[config.mk]
export PLATFORM = sky130hd
export DESIGN_NAME = uart_rx
export DESIGN_NICKNAME = d
export VERILOG_FILES = /design/src/rtl/uart_rx_pkg.sv /design/src/rtl/uart_rx_sync.sv /design/src/rtl/uart_rx.sv
export SDC_FILE = /design/constraint.sdc
export NUM_CORES = 1
export LEC_CHECK = 0
export ABC_AREA = 1
export CORE_ASPECT_RATIO = 0.8
export CORE_MARGIN = 2
export CORE_UTILIZATION = 40
export DETAILED_ROUTE_END_ITERATION = 16
export DONT_BUFFER_PORTS = 1
export SYNTH_ARGS = -nofsm -noshare
export SYNTH_HDL_FRONTEND = slang
export SYNTH_HIERARCHICAL = 1
export SYNTH_SLANG_ARGS = --single-unit
[constraint.sdc]
create_clock -name clk -period 2.6 [get_ports clk]
set_input_delay 0.26 -clock clk [delete_from_list [all_inputs] [get_ports clk]]
set_output_delay 0.26 -clock clk [all_outputs]
set_load 0.02 [all_outputs]
[src/rtl/uart_rx_pkg.sv]
// Shared UART definitions: state encodings (also used to decode UART_tx debug
// outputs), divisor width and limits, and the divisor clamp helper.
package uart_rx_pkg;

    localparam int CPD_WIDTH = 10;
    localparam int DATA_BITS = 8;
    localparam logic [CPD_WIDTH-1:0] CPD_MIN = 10'd4;

    typedef enum logic [2:0] {
        ST_IDLE  = 3'd0,
        ST_START = 3'd1,
        ST_DATA  = 3'd2,
        ST_STOP  = 3'd3,
        ST_DONE  = 3'd4
    } rx_state_e;

    // Divisors below CPD_MIN leave too little room for a mid-bit sample.
    function automatic logic [CPD_WIDTH-1:0] clamp_cpd(input logic [CPD_WIDTH-1:0] cpd);
        return (cpd < CPD_MIN) ? CPD_MIN : cpd;
    endfunction

endpackage

[src/rtl/uart_rx_sync.sv]
// Multi-flop synchroniser for the asynchronous serial line. Presets to 1 so
// the line reads idle while reset is applied.
module uart_rx_sync #(
    parameter int STAGES = 2
) (
    input  logic clk,
    input  logic resetn,
    input  logic d,
    output logic q
);

    logic [STAGES-1:0] ff;

    always_ff @(posedge clk or negedge resetn) begin
        if (!resetn) begin
            ff <= '1;
        end else begin
            ff <= {ff[STAGES-2:0], d};
        end
    end

    assign q = ff[STAGES-1];

endmodule

[src/rtl/uart_rx.sv]
// 8N1 UART receiver. Samples each bit at mid-period using a runtime divisor
// latched at start-bit detection; reports good frames and framing errors.
module uart_rx #(
    parameter int SYNC_STAGES = 2,
    parameter int DATA_BITS   = 8
) (
    input  logic                 clk,
    input  logic                 resetn,
    input  logic [9:0]           cycles_per_databit,
    input  logic                 rx_line,
    output logic [DATA_BITS-1:0] rx_data,
    output logic                 rx_valid,
    output logic                 rx_frame_err,
    output logic                 rx_busy,
    output logic [2:0]           curr,
    output logic [2:0]           next
);
    import uart_rx_pkg::*;

    rx_state_e              state_q;
    rx_state_e              state_d;
    logic [CPD_WIDTH-1:0]   timer_q;
    logic [CPD_WIDTH-1:0]   cpd_q;
    logic [CPD_WIDTH-1:0]   limit;
    logic [2:0]             bit_cnt_q;
    logic [DATA_BITS-1:0]   shift_q;
    logic                   sample;
    logic                   rs;

    uart_rx_sync #(.STAGES(SYNC_STAGES)) u_sync (
        .clk    (clk),
        .resetn (resetn),
        .d      (rx_line),
        .q      (rs)
    );

    // START waits half a bit to land mid start bit; later bits wait a full bit.
    always_comb begin
        limit = cpd_q - 1'b1;
        if (state_q == ST_START) begin
            limit = cpd_q >> 1;
        end
    end

    assign sample = (timer_q == limit);

    always_ff @(posedge clk or negedge resetn) begin
        if (!resetn) begin
            state_q <= ST_IDLE;
        end else begin
            state_q <= state_d;
        end
    end

    always_comb begin
        state_d = state_q;
        case (state_q)
            ST_IDLE:  if (!rs) state_d = ST_START;
            ST_START: if (sample) state_d = rs ? ST_IDLE : ST_DATA;
            ST_DATA:  if (sample && (bit_cnt_q == 3'(DATA_BITS - 1))) state_d = ST_STOP;
            ST_STOP:  if (sample) state_d = ST_DONE;
            ST_DONE:  state_d = ST_IDLE;
            default:  state_d = ST_IDLE;
        endcase
    end

    always_ff @(posedge clk or negedge resetn) begin
        if (!resetn) begin
            timer_q      <= '0;
            cpd_q        <= '0;
            bit_cnt_q    <= '0;
            shift_q      <= '0;
            rx_data      <= '0;
            rx_valid     <= 1'b0;
            rx_frame_err <= 1'b0;
        end else begin
            timer_q      <= ((state_d != state_q) || sample) ? '0 : timer_q + 1'b1;
            rx_valid     <= 1'b0;
            rx_frame_err <= 1'b0;
            case (state_q)
                ST_IDLE: begin
                    if (!rs) cpd_q <= clamp_cpd(cycles_per_databit);
                end
                ST_START: begin
                    if (sample && !rs) bit_cnt_q <= '0;
                end
                ST_DATA: begin
                    // LSB arrives first, so shift right and insert at the top.
                    if (sample) begin
                        shift_q   <= {rs, shift_q[DATA_BITS-1:1]};
                        bit_cnt_q <= bit_cnt_q + 1'b1;
                    end
                end
                ST_STOP: begin
                    if (sample) begin
                        rx_data      <= shift_q;
                        rx_valid     <= rs;
                        rx_frame_err <= !rs;
                    end
                end
                default: ;
            endcase
        end
    end

    assign rx_busy = (state_q == ST_START) || (state_q == ST_DATA) || (state_q == ST_STOP);
    assign curr    = state_q;
    assign next    = state_d;

endmodule

# Word level (Yosys, flattened, before mapping)
# Cells that the tools add are included.
[word_totals]
register_bits = 46
latchBits = 0
mem_bits_rw = 0
mem_bits_ro = 0
inputBits = 13
output_inout_bits = 17
word_cells = 50
mem_count = 0
[classes]
addsub = 3
multipliers = 0
n_div = 0
order_cmp = 1
n_eq_ne = 8
shifts = 0
n_mux = 16
n_bitwise = 1
n_reduce_logical = 12
[ops]
columns = ["op", "n"]
rows = [
  ["$mux 10", 3],
  ["$mux 3", 6],
  ["$pmux 3 s4", 1],
  ["$add 10x1->10 const B", 1],
  ["$eq 10x10->1", 1],
  ["$lt 10x3->1 const B", 1],
  ["$sub 10x1->10 const B", 1],
  ["$eq 3x2->1 const B", 2],
  ["$pmux 3 s2", 1],
  ["$reduce_and 2->1", 3],
  ["$mux 1", 4],
  ["$add 3x1->3 const B", 1],
  ["$eq 3x1->1 const B", 1],
  ["$eq 3x3->1 const B", 1],
  ["$logic_not 3->1", 1],
  ["$logic_or 1x1->1", 3],
  ["$ne 3x3->1", 1],
  ["$reduce_and 3->1", 1],
  ["$logic_and 1x1->1", 2],
  ["$mux 2", 1],
  ["$ne 2x1->1 const B", 1],
  ["$ne 2x2->1 const B", 1],
  ["$reduce_bool 2->1", 1],
  ["$logic_not 1->1", 1],
  ["$not 1->1", 1],
]

# Longest topological paths before layout
# Gate-level depths: netlist of the first run.
[logic_depth]
depth_word = 9
mapped_depth = 19
depth_no_buf = 19

# By module
# The synthesis of the first run kept the hierarchy.
[modules_own_cells]
columns = ["module", "instances", "cells_each", "area_per_inst_um2"]
rows = [
  ["uart_rx", 1, 337, 2503.7],
  ["uart_rx_sync", 1, 2, 52.6],
]

# Least setup slack after synthesis of the first run
# OpenSTA, ideal clock, no wires.
[synth_timing]
path_kind = "reg2reg"
startpoint = "reg state_q[1] (netlist: curr[1])"
endpoint = "reg timer_q[4]"
arrival_time_ns = 2.133
path_slack_ns = 0.346
stages_incl_launch_ff = 17
n_path_buf = 0
period_less_slack_ns = 2.254
path_cell_list = "dfrtp_1 -> inv_2 -> nand2_1 -> nor2_4 -> nand2_1 -> nand2_1 -> nand2_1 -> nand2_1 -> nand3_1 -> nor2_1 -> nand3_1 -> nor2_4 -> nand3_1 -> nand3_1 -> nand2_1 -> nand3_4 -> nor2_1"
[synth_between]
elab_chain_len = 9
[synth_lines]
columns = ["item", "line_no", "source"]
rows = [
  ["start: declaration", "uart_rx.sv:20", "rx_state_e state_q;"],
  ["start signal: assignment", "uart_rx.sv:51", "state_q <= state_d;"],
  ["$eq 3x1->1", "uart_rx.sv:40, uart_rx.sv:57", ""],
  ["$mux 10", "uart_rx.sv:40", "if (state_q == ST_START) begin"],
  ["$eq 10x10->1", "uart_rx.sv:45", "assign sample = (timer_q == limit);"],
  ["$logic_and 1x1->1", "uart_rx.sv:60", "ST_DATA: if (sample && (bit_cnt_q == 3'(DATA_BITS - 1))) state_d = ST_STOP;"],
  ["$mux 3", "uart_rx.sv:60", ""],
  ["$pmux 3 s4 *", "uart_rx.sv:57", "case (state_q)"],
  ["net next[0]", "uart_rx.sv:16", "output logic [2:0] next"],
  ["$ne 3x3->1 *", "uart_rx.sv:77", "timer_q <= ((state_d != state_q) || sample) ? '0 : timer_q + 1'b1;"],
  ["$logic_or 1x1->1 *", "uart_rx.sv:77", ""],
  ["$mux 10 *", "uart_rx.sv:77", ""],
  ["end signal: assignment", "uart_rx.sv:77", ""],
  ["end: declaration", "uart_rx.sv:22", "logic [CPD_WIDTH-1:0] timer_q;"],
]
# The timed path passes the listed nets; every way through them passes the cells marked *.
# A chain may end at the register's enable or synchronous reset.

# Worst setup path after layout of the first run
[layout_timing]
startpoint = "reg cpd_q[1]"
endpoint = "out next[1]"
[layout_between]
elab_chain_len = 6
[layout_lines]
columns = ["item", "line_no", "source"]
rows = [
  ["start: declaration", "uart_rx.sv:23", "logic [CPD_WIDTH-1:0] cpd_q;"],
  ["start signal: assignment", "uart_rx.sv:82", "if (!rs) cpd_q <= clamp_cpd(cycles_per_databit);"],
  ["$sub 10x1->10", "uart_rx.sv:39", "limit = cpd_q - 1'b1;"],
  ["$mux 10 *", "uart_rx.sv:40", ""],
  ["$eq 10x10->1 *", "uart_rx.sv:45", ""],
  ["$logic_and 1x1->1", "uart_rx.sv:60", ""],
  ["$mux 3", "uart_rx.sv:60", ""],
  ["$pmux 3 s4 *", "uart_rx.sv:57", ""],
  ["end: declaration", "uart_rx.sv:16", ""],
]
# Every way passes the cells marked *; elsewhere a longest branch is shown, timed or not.

==> impl_metrics.json, run 1 <==
{
  "ys_ff_latch": 46,
  "worst_pin_slew_ps": 441.4,
  "drv_cap": 0,
  "grt.overflow.total": 0,
  "die_h_um": 75.50,
  "finalHoldViolCount": 0,
  "period_minus_slack_ps": 2522,
  "gp_congestion": 0.8455,
  "htree_levels": 2,
  "power.switching_w": 0.001331,
  "cp_slowest_cell": "dfrtp_1",
  "pwr-share-clk_pct": 16.0,
  "startpoint_type": "register",
  "first_pass_iters": 4,
  "fin_cells": 456,
  "power_w": 0.002993,
  "finalSetupViolCount": 0,
  "grt_pass1_vias": 2171,
  "io_pins": 30,
  "port_buffers": 0,
  "worst-path-buf-inv": 2,
  "clockRootBuffer": "clkbuf_8",
  "areaGrowthSynthToFinish_pct": 21.59,
  "die-area_um2": 7050,
  "wire_per_inst_um": 12.79,
  "clkSinkCount": 46,
  "drtIter0Drc": 145,
  "drc": 0,
  "antennaDiodeCount": 0,
  "rsz0062_at_grt": "true",
  "wirelength_um": 5833,
  "mostFrequentLayoutCells": "nand2_1 (96), dfrtp_1 (41), inv_1 (37)",
  "grt_pass1_wl_um": 9901,
  "ys_warn_count": 6,
  "pwr-share-seq_pct": 33.8,
  "maxSlewViolCount": 0,
  "p_int_w": 0.001662,
  "fillers": 620,
  "clk_pin_slew_ps": 90,
  "cp_max_fo": 6,
  "hold_path.class": "in -> reg",
  "cp_data_required_time_ps": 2340,
  "drive_above_1_share_pct": 25.54,
  "avgSynthCellArea_um2": 7.540,
  "cpLargestDelayFamily": "simple AND/OR/NAND/NOR gates",
  "cts_tree": "built",
  "syn-num-nets": 356,
  "antenna_left": 0,
  "core-area_um2": 6279,
  "antenna_found_initial": 0,
  "critical_path_arrival_ps": 2260,
  "final_common_cell": "nand2_1",
  "fin_crit_sh_pct": 97.00,
  "finClkSkew_ps": 8.930,
  "dp_hpwl_um": 4122,
  "vias": 2235,
  "cp-end-kind": "primary output",
  "ys_types": 31,
  "via_per_inst": 4.901,
  "status": "complete, no violations",
  "switching_share_pct": 44.46,
  "crit_top_cell": "nand2_2",
  "p_comb_share_pct": 50.2,
  "syn_area_um2": 2556,
  "start_util_pct": 40.71,
  "grt_max_degree": 47,
  "layout.nets": 388,
  "slowest_delay_ps": 430,
  "clock_path_buffers": 2,
  "leakage_nw": 1.494,
  "rows": 26,
  "yosysSeqAreaShare_pct": 45.13,
  "clk_latency_ps": 320,
  "postSynthCellCount": 339,
  "slew_headroom_pct": 70.30,
  "numCtsBuffers": 5,
  "powerDensity_nw_per_um2": 963.0,
  "grtUsageTotal_pct": 18.06,
  "max_freq_mhz": 396.5,
  "setup_slack_ps": 78.09,
  "worstPathCellList": "inv_2 > ha_4 > buf_4 > nand4_1 > nand2_1 > nand2_2 > nand2_1 > nand2_2 > nand2_1 > nor2_2 > nand2_2 > nor2_4 > nand2_2 > a21o_1",
  "ir_drop_v": 0.0005001,
  "die_width_um": 93.38,
  "pre_cts_ws_ps": 208.7,
  "dp_cells": 426,
  "path_class": "reg -> out"
}
state kept, by name (all words and copies together), names as in the netlist:
name	cells
cpd_q	10
bit_cnt_q	3
rx_valid	1
timer_q	10
rx_data	8
u_sync/ff	2
curr	3
rx_frame_err	1
shift_q	8
logic make-up after synthesis:
| logic type | after synthesis | synth area share (%) |
|---|---|---|
| xor+xnor | 6 | 2.056 |
| compound gates | 35 | 8.175 |
| simple gates | 200 | 35.00 |
| fa+ha+maj | 4 | 1.958 |
| buf+inv | 48 | 7.684 |
| flops | 46 | 45.13 |
repair_timing:
item                                   CTS  global route
pin swaps                                4            15
setup buffers                            8            11
hold buffers                             3             0
setup endpoints to repair                3             6
gates resized for setup                 10            32
endpoints found under the hold margin   47             0
Yosys cell counts (all sizes together):
cell type / number / area, um2
nor2: 39 / 178.9
a21o: 1 / 7.510
clkbuf: 1 / 3.750
nand3b: 1 / 7.510
xnor2: 1 / 8.760
nor3: 4 / 20.02
ha: 4 / 50.05
a21oi: 2 / 10.01
nand3: 38 / 212.7
nand4: 3 / 18.77
nor4: 2 / 12.51
xor2: 5 / 43.79
inv: 43 / 161.4
a22oi: 1 / 7.510
clkinv: 1 / 3.750
o21ai: 30 / 176.4
dfrtp: 44 / 1101
buf: 3 / 27.52
dfstp: 2 / 52.55
o31ai: 1 / 7.510
nand2: 113 / 444.2
routing by layer:
layer  global-route usage (%)  vias up  wire (um)
li1                         -     1139          -
met1                    23.71     1040       2817
met2                    29.74       52       2608
met3                    4.847        4        355
met4                    5.556        0         52
met5                        0        -          0
final timing paths:
check                                      start  cells past startpoint      endpoint  slack, ps
max                                     cpd_q[1]                     14       next[1]         80
min                        cycles_per_databit[7]                      2      cpd_q[7]         70
max in group asynchronous                 resetn                      2  u_sync/ff[0]       1890
min reg2reg                         u_sync/ff[0]                      0  u_sync/ff[1]        370
min in group asynchronous                 resetn                      2    rx_data[6]        450
max reg2reg                             cpd_q[1]                     18    rx_data[3]        330
power by group through the flow:
stage	clock [W]	sequential, W	combinational [W]
floorplan	0	0.000978	0.000914
global placement	0	0.00101	0.00111
detailed placement	0	0.00101	0.00112
CTS	0.000494	0.000993	0.00126
global route	0.000522	0.00103	0.00173
finish	0.000480	0.00101	0.00150
metrics by stage:
stage / hold slack, ps / utilization, % / TNS (ps) / instance area, um2
after floorplan: -35.59 / - / 0 / 2556
after global routing: 86.81 / 49.50 / -239.5 / 3108
after global placement: -34.25 / 42.73 / 0 / 2683
after detailed placement: -34.15 / 42.73 / 0 / 2683
after CTS: 65.02 / 46.61 / 0 / 2927
final: 67.92 / 49.50 / 0 / 3108
final cells by class:
class | count | area [um2] | area share (%)
sequential | 46 | 1157 | 37.24
tap | 84 | 105.1 | 3.382
clock buffer | 5 | 68.82 | 2.214
timing repair buffer | 29 | 246.5 | 7.931
inverter | 44 | 171.4 | 5.515
clock inverter | 3 | 27.53 | 0.8857
multi-input combinational | 245 | 1331 | 42.83
worst reg2reg max path: cells and delay by family (launching register included):
family | cells | cell delay (ps)
AOI/OAI and AO/OA | 1 | 50
adders and majority gates | 1 | 190
buffers and inverters | 4 | 500
DFF | 1 | 430
and+or+nand+nor | 12 | 1000
Power figures use the tool's default switching activity.
==> inputs of run 2 (changes only) <==
--- a/config.mk
+++ b/config.mk
@@ -11,6 +11,7 @@
 export CORE_UTILIZATION = 40
 export DETAILED_ROUTE_END_ITERATION = 16
 export DONT_BUFFER_PORTS = 1
+export SKIP_LAST_GASP = 1
 export SYNTH_ARGS = -nofsm -noshare
 export SYNTH_HDL_FRONTEND = slang
 export SYNTH_HIERARCHICAL = 1
==> run 2 against run 1 <==
Clock skew hardly changed. Combinational power hardly changed. Global-route usage stayed put. Sequential share of layout area stayed put. Highest routed layer unchanged. Critical path type unchanged. Non-clock buffer count stayed put. Critical path depth stayed put. Sequential cell count stayed put. Die area stayed put. Final area stayed put. Routed wire length hardly changed. Largest power group unchanged. Clock power hardly changed.
==> impl_metrics.json, run 2 (synthesis gave the netlist of run 1 again) <==
{
  "pwr-share-seq_pct": 33.8,
  "worst_pin_slew_ps": 441.4,
  "antennaDiodeCount": 0,
  "switching_share_pct": 44.46,
  "reg2reg_slack_ps": 330,
  "worstPathCellList": "inv_2 > ha_4 > buf_4 > nand4_1 > nand2_1 > nand2_2 > nand2_1 > nand2_2 > nand2_1 > nor2_2 > nand2_2 > nor2_4 > nand2_2 > a21o_1",
  "p_int_w": 0.001662,
  "cp-end-kind": "primary output",
  "drv_cap": 0,
  "clock_path_buffers": 2,
  "antenna_found_initial": 0,
  "finalHoldViolCount": 0,
  "drtIter0Drc": 158,
  "vias": 2235,
  "grt_max_degree": 47,
  "port_buffers": 0,
  "wirelength_um": 5832,
  "cp_slowest_cell": "dfrtp_1",
  "die_h_um": 75.50,
  "grtUsageTotal_pct": 18.06,
  "drive_above_1_share_pct": 25.54,
  "rows": 26,
  "layout.nets": 388,
  "via_per_inst": 4.901,
  "finalSetupViolCount": 0,
  "die-area_um2": 7050,
  "path_class": "reg -> out",
  "power.switching_w": 0.001331,
  "clk_pin_slew_ps": 90,
  "grt_pass1_vias": 2171,
  "cp_data_required_time_ps": 2340,
  "p_comb_share_pct": 50.2,
  "wire_per_inst_um": 12.79,
  "cpLargestDelayFamily": "simple AND/OR/NAND/NOR gates",
  "slowest_delay_ps": 430,
  "slew_headroom_pct": 70.30,
  "crit_top_cell": "nand2_2",
  "leakage_nw": 1.494,
  "gp_congestion": 0.8455,
  "fillers": 620,
  "dp_hpwl_um": 4122,
  "pre_cts_ws_ps": 208.7,
  "mostFrequentLayoutCells": "nand2_1 (96), dfrtp_1 (41), inv_1 (37)",
  "htree_levels": 2,
  "powerDensity_nw_per_um2": 962.9,
  "antenna_left": 0,
  "ir_drop_v": 0.0005001,
  "worst-path-buf-inv": 2,
  "rsz0062_at_grt": "true",
  "clkSinkCount": 46,
  "fin_crit_sh_pct": 96.99,
  "cts_tree": "built",
  "numCtsBuffers": 5,
  "whs_ps": 67.92,
  "die_width_um": 93.38,
  "status": "complete, no violations",
  "regArea_um2": 1157,
  "critical_path_arrival_ps": 2260,
  "clk_latency_ps": 320,
  "grt_pass1_wl_um": 9901,
  "core-area_um2": 6279,
  "startpoint_type": "register",
  "first_pass_iters": 4,
  "maxSlewViolCount": 0,
  "final_common_cell": "nand2_1",
  "pwr-share-clk_pct": 16.0,
  "finClkSkew_ps": 8.930,
  "reg_top3": "cpd_q: 10 flops, timer_q: 10 flops",
  "areaGrowthSynthToFinish_pct": 21.59,
  "hold_path.class": "in -> reg",
  "period_minus_slack_ps": 2522,
  "multi_input_area_um2": 1331,
  "start_util_pct": 40.71,
  "clockRootBuffer": "clkbuf_8",
  "io_pins": 30,
  "drc": 0,
  "setup_slack_ps": 78.26,
  "cp_max_fo": 6,
  "max_freq_mhz": 396.6,
  "grt.overflow.total": 0
}
-- run 2: power groups by stage --
| stage | Combinational (W) | Sequential, W | Clock, W |
|---|---|---|---|
| after floorplan | 0.000914 | 0.000978 | 0 |
| after global placement | 0.00111 | 0.00101 | 0 |
| after detailed placement | 0.00112 | 0.00101 | 0 |
| after CTS | 0.00126 | 0.000993 | 0.000494 |
| after global routing | 0.00173 | 0.00103 | 0.000522 |
| final | 0.00150 | 0.00101 | 0.000480 |
-- run 2: repair_timing --
action                                  CTS  global route
gates resized for setup                  10            32
setup buffers                             8            11
pin swaps                                 4            14
hold buffers                              3             0
gates cloned                              0             0
endpoints found under the hold margin    47             0
endpoints found under the setup margin    3             6
-- run 2: metrics by stage --
| stage | cell area, um2 | TNS (ps) | cells | total power [W] | utilization [%] |
|---|---|---|---|---|---|
| floorplan | 2556 | 0 | 339 | 0.001892 | - |
| CTS | 2927 | 0 | 445 | 0.002743 | 46.61 |
| detailed placement | 2683 | 0 | 426 | 0.002135 | 42.73 |
| finish | 3108 | 0 | 456 | 0.002993 | 49.50 |
| global placement | 2683 | 0 | 426 | 0.002121 | 42.73 |
| global route | 3108 | -245.2 | 456 | 0.003276 | 49.50 |
-- run 2: layout make-up --
class                           count  share of cell area, %
Multi-Input combinational cell    245                  42.83
Tap cell                           84                  3.382
Inverter                           44                  5.515
Sequential cell                    46                  37.24
Clock buffer                        5                  2.214
Timing Repair Buffer               29                  7.931
Clock inverter                      3                 0.8857
-- run 2: routing by layer --
layer	vias to the layer above	GRT usage [%]	part of all wire, %
met1	1040	23.71	48
met2	52	29.74	45
met3	4	4.847	6.1
met4	0	5.556	0.89
met5	-	0	0
li1	1139	-	-
-- run 2: path summary, 6_finish.rpt --
check,cells after the start,from,to
setup / recovery,14,cpd_q[1],next[1]
hold / removal,2,cycles_per_databit[7],cpd_q[7]
setup reg to reg,18,cpd_q[1],rx_data[3]
hold reg to reg,0,u_sync/ff[0],u_sync/ff[1]
max in group asynchronous,2,resetn,u_sync/ff[0]
min in group asynchronous,2,resetn,rx_data[6]
==> inputs of run 3 (changes only) <==
--- a/config.mk
+++ b/config.mk
@@ -9,9 +9,12 @@
 export CORE_ASPECT_RATIO = 0.8
 export CORE_MARGIN = 2
 export CORE_UTILIZATION = 40
+export CTS_CLUSTER_DIAMETER = 200
 export DETAILED_ROUTE_END_ITERATION = 16
 export DONT_BUFFER_PORTS = 1
+export GPL_ROUTABILITY_DRIVEN = 0
 export SKIP_LAST_GASP = 1
+export SLEW_MARGIN = 20
 export SYNTH_ARGS = -nofsm -noshare
 export SYNTH_HDL_FRONTEND = slang
 export SYNTH_HIERARCHICAL = 1
==> results of run 3 <==
The final DEF is identical to that of run 2; final timing and power are the same.
==> edit: new RTL, settings of run 3 <==
`DATA_BITS` is set to 8 in 2 places; all go to 6.
--- a/src/rtl/uart_rx_pkg.sv
+++ b/src/rtl/uart_rx_pkg.sv
@@ -5,3 +5,3 @@
     localparam int CPD_WIDTH = 10;
-    localparam int DATA_BITS = 8;
+    localparam int DATA_BITS = 6;
     localparam logic [CPD_WIDTH-1:0] CPD_MIN = 10'd4;
--- a/src/rtl/uart_rx.sv
+++ b/src/rtl/uart_rx.sv
@@ -4,3 +4,3 @@
     parameter int SYNC_STAGES = 2,
-    parameter int DATA_BITS   = 8
+    parameter int DATA_BITS   = 6
 ) (
Interface: changed (resized rx_data); port bits go from 30 to 28. No check against the original RTL was run, so the function may have changed too.
==> edit against run 3 <==
  * Largest cell class unchanged
  * Sequential share of layout area up 0.37 points
  * Register-to-register slack worse by 130 ps
  * Wire length down 3.5%
  * Sequential cell count down 4
  * Worst setup slack worse by 48 ps
  * Synthesized area down 7.4%
  * Total power down 10%
  * Count of clock-buffer cells in the layout unchanged
  * Design area down 9.5%
  * Largest power group unchanged
  * Global-route usage down 0.083 points
==> edit: results (changes against run 3) <==
| Metric | Value |
|---|---|
| Syn_nets | `336 (-5.6%)` |
| Worst Tran Pin Value | `685 ps (+244 ps)` |
| Final HPWL DP | `4020 um (-2.5%)` |
| Peak VDD IR | `0.000335 V (-33%)` |
| DP Worst Slack | `148 ps (-60.7 ps)` |
| Slowest stage delay, CP | `490 ps (+60 ps)` |
| Final WL | `5630 um (-3.5%)` |
| First-iteration detailed-routing DRC count | `213 (+35%)` |
| Share of cells above drive strength 1 | `0.184 (-0.0709)` |
| Synth Area per Inst | `7.42 sq um (-1.6%)` |
| Final #Nets | `363 (-6.4%)` |
| Drt via density | `4.92 (+0.44%)` |
| Synth Area in Compound Gates | `0.0677 (-0.0141)` |
| Pin count of the biggest net entering global routing | `43 (-8.5%)` |
| Outcome | `completed` |
| Adder and majority gate portion of the synthesized area | `0.0212 (+0.00157)` |
| Placed insts | `403 (-5.4%)` |
| GRT Overall Usage | `0.180 (-0.000829)` |
| Netlist cell types | `28 (-9.7%)` |
| Top cells by instance count after synthesis | `nand2_1 (92), nand3_1 (41), dfrtp_1 (40)` |
| Clk_skew | `9.58 ps (+0.654 ps)` |
| Worst-path fanout max | `7 (+1)` |
| Worst skew pair latency | `300 ps (-20 ps)` |
| Pre-antenna DRT Iters | `5 (+1)` |
| Post-synthesis sequential area ratio | `0.445 (-0.00603)` |
| Synth Area in XOR/XNOR | `0.0259 (+0.00535)` |
| Routed len/inst | `13.2 um (+2.9%)` |
| Area contributors post-synth | `dfrtp_1 (42%), nand2_1 (15%), nand3_1 (8.7%)` |
| Vias in the first global route | `1850 (-15%)` |
-- edit: changes by cell type after synthesis, sizes merged, moves of 3 or more --
| cell | change |
|---|---|
| nand2 | -17 |
| nand4 | +3 |
| nor2 | -7 |
| nand3 | +6 |
| dfrtp | -4 |
-- edit: power breakdown --
group	leakage (uW)	internal (uW)	switching [uW]
registers	0.000543	791	187
clock network	0.0000504	286	241
logic	0.000749	460	725
-- edit: worst paths after layout --
path / slack (ps) / to / startpoint / cells after the start
max: 30 / next[1] / cpd_q[3]$_DFFE_PN0P_ / 12
min: 80 / cpd_q[6]$_DFFE_PN0P_ / cycles_per_databit[6] / 2
max reg2reg: 200 / timer_q[6]$_DFF_PN0_ / cpd_q[3]$_DFFE_PN0P_ / 15
min reg2reg: 360 / u_sync/ff[1]$_DFF_PN1_ / u_sync/ff[0]$_DFF_PN1_ / 0
max in group asynchronous: 1910 / u_sync/ff[0]$_DFF_PN1_ / resetn / 2
min in group asynchronous: 410 / cpd_q[4]$_DFFE_PN0P_ / resetn / 2
-- edit: routing by layer --
metal  GRT usage  up-vias  wire length (um)
li1            -     1082                 -
met1       0.283      961              2960
met2       0.249       56              2310
met3      0.0444        8               280
met4      0.0359        0                75
met5           0        -                 0
-- edit: final cells by class --
cell class / instances / area [sq um] / area share
repair buffers: 25 / 205 / 0.0730
clock buffers: 5 / 68.8 / 0.0245
well taps: 81 / 101 / 0.0360
flip-flops and latches: 42 / 1060 / 0.376
multi-input cells: 229 / 1170 / 0.415
inverters: 43 / 168 / 0.0596
clock inverters: 3 / 45.0 / 0.0160
-- edit: critical path: cells and delay by family (launching register included) --
| kind | cells | cell delay, ps |
|---|---|---|
| AND/OR/NAND/NOR | 10 | 1340 |
| AO/OA/AOI/OAI | 1 | 120 |
| buffers and inverters | 1 | 60 |
| flip-flops | 1 | 490 |
